$ cat src/rtl/ps2_mouse_rx_pkg.sv
// Shared definitions for the PS/2 mouse receiver and the downstream AMX stage.
package ps2_mouse_rx_pkg;

    // Frame receiver states
    typedef enum logic [1:0] {
        RX_IDLE   = 2'd0,
        RX_DATA   = 2'd1,
        RX_PARITY = 2'd2,
        RX_STOP   = 2'd3
    } rx_state_e;

    // Status byte bit that is always 1 in a well-formed first packet byte
    localparam int unsigned PS2_STATUS_SYNC_BIT = 3;

    // Packet byte indices
    localparam logic [1:0] IDX_STATUS = 2'd0;
    localparam logic [1:0] IDX_X      = 2'd1;
    localparam logic [1:0] IDX_Y      = 2'd2;

    // ps2_mouse bus field offsets
    localparam int unsigned STAT_LSB = 0;
    localparam int unsigned X_LSB    = 8;
    localparam int unsigned Y_LSB    = 16;
    localparam int unsigned TOGGLE   = 24;

    // True when data plus parity bit carry an odd number of ones
    function automatic logic odd_parity_ok(input logic [7:0] data, input logic par);
        return ^{data, par};
    endfunction

endpackage

$ cat src/rtl/ps2_line_filter.sv
// Two-flop synchroniser followed by a persistence filter for one PS/2 line.
// The filtered level only follows the line after FILTER_LEN consecutive
// synchronised samples that all differ from the current filtered level.
module ps2_line_filter #(
    parameter int unsigned FILTER_LEN = 8
) (
    input  logic clk,
    input  logic reset,
    input  logic line_raw,
    output logic line_filt
);

    localparam int unsigned CW = $clog2(FILTER_LEN + 1);

    logic          sync1_q;
    logic          sync2_q;
    logic [CW-1:0] cnt_q;
    logic          filt_q;

    // Bring the asynchronous line into the clock domain; idle level is 1
    always_ff @(posedge clk) begin
        if (reset) begin
            sync1_q <= 1'b1;
            sync2_q <= 1'b1;
        end else begin
            sync1_q <= line_raw;
            sync2_q <= sync1_q;
        end
    end

    // Count consecutive differing samples; any agreeing sample restarts the run
    always_ff @(posedge clk) begin
        if (reset) begin
            cnt_q  <= '0;
            filt_q <= 1'b1;
        end else if (sync2_q == filt_q) begin
            cnt_q <= '0;
        end else if (cnt_q == CW'(FILTER_LEN - 1)) begin
            cnt_q  <= '0;
            filt_q <= sync2_q;
        end else begin
            cnt_q <= cnt_q + CW'(1);
        end
    end

    assign line_filt = filt_q;

endmodule

$ cat src/rtl/ps2_mouse_rx.sv
// Receive-only PS/2 mouse front end: frames bytes off the wire, assembles
// 3-byte movement packets and publishes them with a per-packet toggle bit.
module ps2_mouse_rx
    import ps2_mouse_rx_pkg::*;
#(
    parameter int unsigned FILTER_LEN  = 8,
    parameter int unsigned TIMEOUT_CYC = 6400
) (
    input  logic        clk_sys,
    input  logic        reset,
    input  logic        ps2_clk,
    input  logic        ps2_data,
    output logic [24:0] ps2_mouse,
    output logic        pkt_err
);

    localparam int unsigned TCW = $clog2(TIMEOUT_CYC + 1);

    logic clk_f;
    logic data_f;
    logic clk_f_q;
    logic fall;

    rx_state_e state_q, state_d;

    logic [2:0]     bit_cnt_q;
    logic [7:0]     shift_q;
    logic           par_q;
    logic [1:0]     idx_q;
    logic [7:0]     stat_q;
    logic [7:0]     x_q;
    logic [TCW-1:0] to_cnt_q;
    logic [24:0]    mouse_q;
    logic           err_q;

    // FSM-decoded actions
    logic start_ok;
    logic start_err;
    logic shift_en;
    logic par_cap;
    logic frame_end;

    logic frame_ok;
    logic byte_valid;
    logic frame_bad;
    logic resync_err;
    logic pkt_done;
    logic to_active;
    logic timeout;

    ps2_line_filter #(
        .FILTER_LEN(FILTER_LEN)
    ) u_clk_filter (
        .clk      (clk_sys),
        .reset    (reset),
        .line_raw (ps2_clk),
        .line_filt(clk_f)
    );

    ps2_line_filter #(
        .FILTER_LEN(FILTER_LEN)
    ) u_data_filter (
        .clk      (clk_sys),
        .reset    (reset),
        .line_raw (ps2_data),
        .line_filt(data_f)
    );

    assign fall = clk_f_q & ~clk_f;

    // Frame FSM state register
    always_ff @(posedge clk_sys) begin
        if (reset) begin
            state_q <= RX_IDLE;
        end else begin
            state_q <= state_d;
        end
    end

    // Frame FSM next state; timeout and fall never coincide (fall wins upstream)
    always_comb begin
        state_d = state_q;
        if (timeout) begin
            state_d = RX_IDLE;
        end else if (fall) begin
            unique case (state_q)
                RX_IDLE:   if (!data_f) state_d = RX_DATA;
                RX_DATA:   if (bit_cnt_q == 3'd7) state_d = RX_PARITY;
                RX_PARITY: state_d = RX_STOP;
                RX_STOP:   state_d = RX_IDLE;
                default:   state_d = RX_IDLE;
            endcase
        end
    end

    // Frame FSM outputs: per-state action strobes qualified by the fall edge
    always_comb begin
        start_ok  = 1'b0;
        start_err = 1'b0;
        shift_en  = 1'b0;
        par_cap   = 1'b0;
        frame_end = 1'b0;
        unique case (state_q)
            RX_IDLE: begin
                start_ok  = fall & ~data_f;
                start_err = fall & data_f;
            end
            RX_DATA:   shift_en  = fall;
            RX_PARITY: par_cap   = fall;
            RX_STOP:   frame_end = fall;
            default:   ;
        endcase
    end

    // Byte qualification, packet decisions and timeout detection
    always_comb begin
        frame_ok   = data_f & odd_parity_ok(shift_q, par_q);
        byte_valid = frame_end & frame_ok;
        frame_bad  = frame_end & ~frame_ok;
        resync_err = byte_valid && (idx_q == IDX_STATUS) && !shift_q[PS2_STATUS_SYNC_BIT];
        pkt_done   = byte_valid && (idx_q == IDX_Y);
        to_active  = (state_q != RX_IDLE) || (idx_q != IDX_STATUS);
        timeout    = to_active && !fall && (to_cnt_q == TCW'(TIMEOUT_CYC - 1));
    end

    // Edge history, frame datapath and bit counter
    always_ff @(posedge clk_sys) begin
        if (reset) begin
            clk_f_q   <= 1'b1;
            bit_cnt_q <= '0;
            shift_q   <= '0;
            par_q     <= 1'b0;
        end else begin
            clk_f_q <= clk_f;
            if (start_ok) begin
                bit_cnt_q <= '0;
            end else if (shift_en) begin
                bit_cnt_q <= bit_cnt_q + 3'd1;
            end
            // LSB arrives first, so shift in from the top
            if (shift_en) shift_q <= {data_f, shift_q[7:1]};
            if (par_cap) par_q <= data_f;
        end
    end

    // Packet assembly and publication; the toggle flips with every new packet
    always_ff @(posedge clk_sys) begin
        if (reset) begin
            idx_q   <= IDX_STATUS;
            stat_q  <= '0;
            x_q     <= '0;
            mouse_q <= '0;
        end else if (timeout || frame_bad) begin
            idx_q <= IDX_STATUS;
        end else if (byte_valid) begin
            unique case (idx_q)
                IDX_STATUS: begin
                    if (shift_q[PS2_STATUS_SYNC_BIT]) begin
                        stat_q <= shift_q;
                        idx_q  <= IDX_X;
                    end
                end
                IDX_X: begin
                    x_q   <= shift_q;
                    idx_q <= IDX_Y;
                end
                IDX_Y: begin
                    mouse_q[STAT_LSB +: 8] <= stat_q;
                    mouse_q[X_LSB +: 8]    <= x_q;
                    mouse_q[Y_LSB +: 8]    <= shift_q;
                    mouse_q[TOGGLE]        <= ~mouse_q[TOGGLE];
                    idx_q                  <= IDX_STATUS;
                end
                default: idx_q <= IDX_STATUS;
            endcase
        end
    end

    // Inactivity counter: cleared by every fall, idle when nothing is pending
    always_ff @(posedge clk_sys) begin
        if (reset) begin
            to_cnt_q <= '0;
        end else if (fall || !to_active || timeout) begin
            to_cnt_q <= '0;
        end else begin
            to_cnt_q <= to_cnt_q + TCW'(1);
        end
    end

    // Single error pulse covering every discard reason
    always_ff @(posedge clk_sys) begin
        if (reset) begin
            err_q <= 1'b0;
        end else begin
            err_q <= start_err | frame_bad | resync_err | timeout;
        end
    end

    assign ps2_mouse = mouse_q;
    assign pkt_err   = err_q;

    logic unused_pkt_done;
    assign unused_pkt_done = pkt_done;

endmodule

$ cat config.mk
export PLATFORM = sky130hd
export DESIGN_NAME = ps2_mouse_rx
export DESIGN_NICKNAME = d
export VERILOG_FILES = /design/src/rtl/ps2_mouse_rx_pkg.sv /design/src/rtl/ps2_line_filter.sv /design/src/rtl/ps2_mouse_rx.sv
export SDC_FILE = /design/constraint.sdc
export NUM_CORES = 1
export LEC_CHECK = 0
export ABC_AREA = 1
export CAP_MARGIN = 25
export CORE_AREA = 10 10 125 104
export DETAILED_ROUTE_END_ITERATION = 8
export DIE_AREA = 0 0 135 114
export GPL_TIMING_DRIVEN = 0
export SYNTH_ARGS = -nofsm -noshare
export SYNTH_HDL_FRONTEND = slang
export SYNTH_SLANG_ARGS = --single-unit
$ cat constraint.sdc
create_clock -name clk_sys -period 1.9 [get_ports clk_sys]
set_input_delay 0.285 -clock clk_sys [delete_from_list [all_inputs] [get_ports clk_sys]]
set_output_delay 0.285 -clock clk_sys [all_outputs]
set_load 0.05 [all_outputs]
==> impl_metrics.tcl <==
set metrics [dict create \
    netlist_instances 462 \
    ys_ff_latch 86 \
    io_pins 30 \
    pwr-share-clk_pct 49.5 \
    crit_fanout 2 \
    final_nets 529 \
    syn_to_final_growth_pct 28.4 \
    leakage_uw 0.00180 \
    grt_use_total_pct 10.5 \
    coreArea_sq_um 10600 \
    gp_congestion 0.808 \
    grt_pass1_wl_um 13400 \
    cts-htree-levels 3 \
    synth_cell_type_count 28 \
    synth_top_flop_cell "dfxtp_1" \
    setup_tns_ns 0 \
    n_antenna_cell 0 \
    grt_pass1_vias 2875 \
    path_delay_family "buffers and inverters" \
    max_clock_freq_mhz 559 \
    peakVddDrop_v 0.000443 \
    stdcell_count 664 \
    critical_path_class "reg2out" \
    setup_violations 0 \
    maxCapViolCount 0 \
    syn_avg_cell_area_sq_um 7.75 \
    cp_cell_sequence "clkdlybuf4s50_1" \
    num_vias 3098 \
    hold_class "reg2reg" \
    synth-async-reset-ratio_pct 0 \
    synth_nets 476 \
    clock_path_buffers 2 \
    cts-root-buf "clkbuf_16" \
    fp.dieW_um 135 \
    io_buffers 28 \
    drt_iter0_markers 197 \
    wire_per_inst_um 12.2 \
    start_util_pct 33.8 \
    power.density_nw_per_um2 796 \
    overflow 0 \
    syn_area_sq_um 3580 \
    dp_cells 634 \
    hold_path.startpoint "u_data_filter.sync1_q$_SDFF_PP1_" \
    dieArea_sq_um 15400 \
    finalCritPeriodShare_pct 94.1 \
    slowest_delay_ns 0.81 \
    timing.rr.start "shift_q[3]$_SDFFE_PP0P_" \
    power.internal_uw 2880 \
    antenna_found_initial 0 \
    cts-buffers-inserted 9 \
    startpoint_type "register" \
    power_switching_uw 780 \
    path_clk_slew_ns 0.07 \
    critPathBufInv 1 \
    slew_viol_final 0 \
    finalHoldViolCount 0 \
    synthTopCellsByArea "dfxtp_1, nand2_1, a21oi_1, nand4_1, nor2_1" \
    post-route-min-period_ns 1.79 \
    synth_edf_count 0 \
    dp_hpwl_um 5660 \
    swShare_pct 21.3 \
    relSlewSlack_pct 54.5 \
    worst_pin_slew_ns 0.680 \
    drt_first_pass_iters 5 \
    clk-insertion-delay-late_ns 0.34 \
    yosys.area.top_type "dfxtp_1" \
    grt_max_degree 16 \
    setup.worst_path.end_class "output port" \
    synthesis.yosys.warnings 0 \
    num_rows 34 \
    yosysSeqAreaShare_pct 48.1 \
    outcome "complete, no violations" \
    cts_tree "done" \
    r2r_slack_ns 0.14 \
    routed_via_density 4.67 \
    slowest_stage "clkdlybuf4s50_1" \
    power_uw 3660 \
    drive_above_1_share_pct 13.8 \
    power_frac_seq_pct 49.3 \
    drc_errors 0 \
    postRouteAntennaNets 0 \
    arrival_ns 1.50 \
    grt_setup_unrepaired "true" \
    worstPathRequired_ns 1.62 \
    wl_um 8080 \
    synth_top_area_share_pct 48.1 \
    clock-sinks 86 \
    combPwrFrac_pct 1.2 \
    die_y_um 114 \
    startpoint "ps2_mouse[16]$_SDFFE_PP0P_" \
    final.setup_skew_ns 0.00955 \
]
-- cell usage in the layout (no fill, tap or decap), types with 2 or more instances in the layout --
cell             synthesis  layout
nand2_1                 97      94
dfxtp_1                 86      78
a21oi_1                 53      52
inv_1                   48      47
nor2_1                  49      47
nand4_1                 33      33
clkdlybuf4s50_1          0      28
o21ai_0                 18      18
nand3_1                 14      12
buf_4                    2      12
clkbuf_1                14      10
ha_1                    10      10
clkbuf_16                0      10
xor2_1                   7       6
dfxtp_4                  0       5
nand2_2                  2       4
buf_6                    1       4
or2_2                    4       4
o211ai_1                 4       4
nand3_2                  1       3
clkbuf_2                 0       3
nor3_1                   3       3
nor3b_1                  3       3
dfxtp_2                  0       3
inv_2                    1       2
clkbuf_4                 0       2
nor2_4                   0       2
inv_6                    0       2
-- Yosys cell counts, types with 2 or more instances --
cell,instances
nand2_1,97
dfxtp_1,86
a21oi_1,53
nor2_1,49
inv_1,48
nand4_1,33
o21ai_0,18
clkbuf_1,14
nand3_1,14
ha_1,10
xor2_1,7
buf_2,5
o211ai_1,4
or2_2,4
nor3_1,3
nor3b_1,3
buf_4,2
nand2_2,2
-- final timing paths --
kind | end | cells after the start
worst min register to register | u_data_filter.sync2_q$_SDFF_PP1_ | 1
worst min-delay path | u_data_filter.sync2_q$_SDFF_PP1_ | 1
worst max-delay path | ps2_mouse[16] | 1
worst max register to register | ps2_mouse[24]$_SDFFE_PP0P_ | 13
-- cell type report --
| cell class | instances | area (sq um) |
|---|---|---|
| Buffer | 22 | 140 |
| Timing Repair Buffer | 41 | 408 |
| Fill cell | 1026 | 6000 |
| Multi-Input combinational cell | 306 | 1630 |
| Clock inverter | 6 | 68.8 |
| Tap cell | 144 | 180 |
| Sequential cell | 86 | 1740 |
| Inverter | 49 | 184 |
| Clock buffer | 10 | 239 |
-- layer usage --
| layer | GRT usage (%) | wire length (um) | vias to the layer above |
|---|---|---|---|
| met3 | 2.94 | 441 | 8 |
| li1 | - | - | 1631 |
| met2 | 15.4 | 3460 | 65 |
| met1 | 14.5 | 4100 | 1394 |
| met4 | 3.51 | 81 | 0 |
| met5 | 0 | 0 | - |
-- power by group through the flow --
stage                     registers (uW)  logic, uW  clock network [uW]
after floorplan                     1850       29.6                   0
after global placement              1850       45.4                   0
after detailed placement            1850       45.9                   0
after CTS                           1810       46.0                1840
after global routing                1800       52.7                1910
final                               1800       45.1                1810
-- what timing repair did --
item / CTS / global route
pin swaps: 0 / 5
setup endpoints to repair: 38 / 50
resized for setup: 10 / 36
gates cloned: 0 / 2
setup buffers: 0 / 12
hold buffers: 0 / 0
-- flip-flops by register name, indices dropped and copies added, names as in the netlist, 2 cells and up --
name                 cells
u_data_filter.cnt_q      4
to_cnt_q                13
ps2_mouse               25
x_q                      8
u_clk_filter.cnt_q       4
shift_q                  8
stat_q                   8
state_q                  2
idx_q                    2
bit_cnt_q                3
-- cells by family after synthesis --
family	after synthesis	share of synthesized area, %
AOI/OAI and AO/OA	77	11.2
xor gates and xnor gates	7	1.71
adders and majority gates	10	3.50
buffers and inverters	71	8.04
DFF	86	48.1
and+or+nand+nor	211	27.4
-- per-stage QoR --
stage	hold slack [ns]	instance area, sq um	setup WS (ns)	util, %
floorplan	0.389	3580	0.235	-
global placement	0.394	4040	-0.0838	38.1
CTS	0.411	4370	0.0133	41.2
detailed placement	0.396	4040	-0.119	38.1
finish	0.410	4600	0.111	43.4
global route	0.426	4600	-0.0181	43.4
No activity file was read; power rests on OpenSTA's default activity.
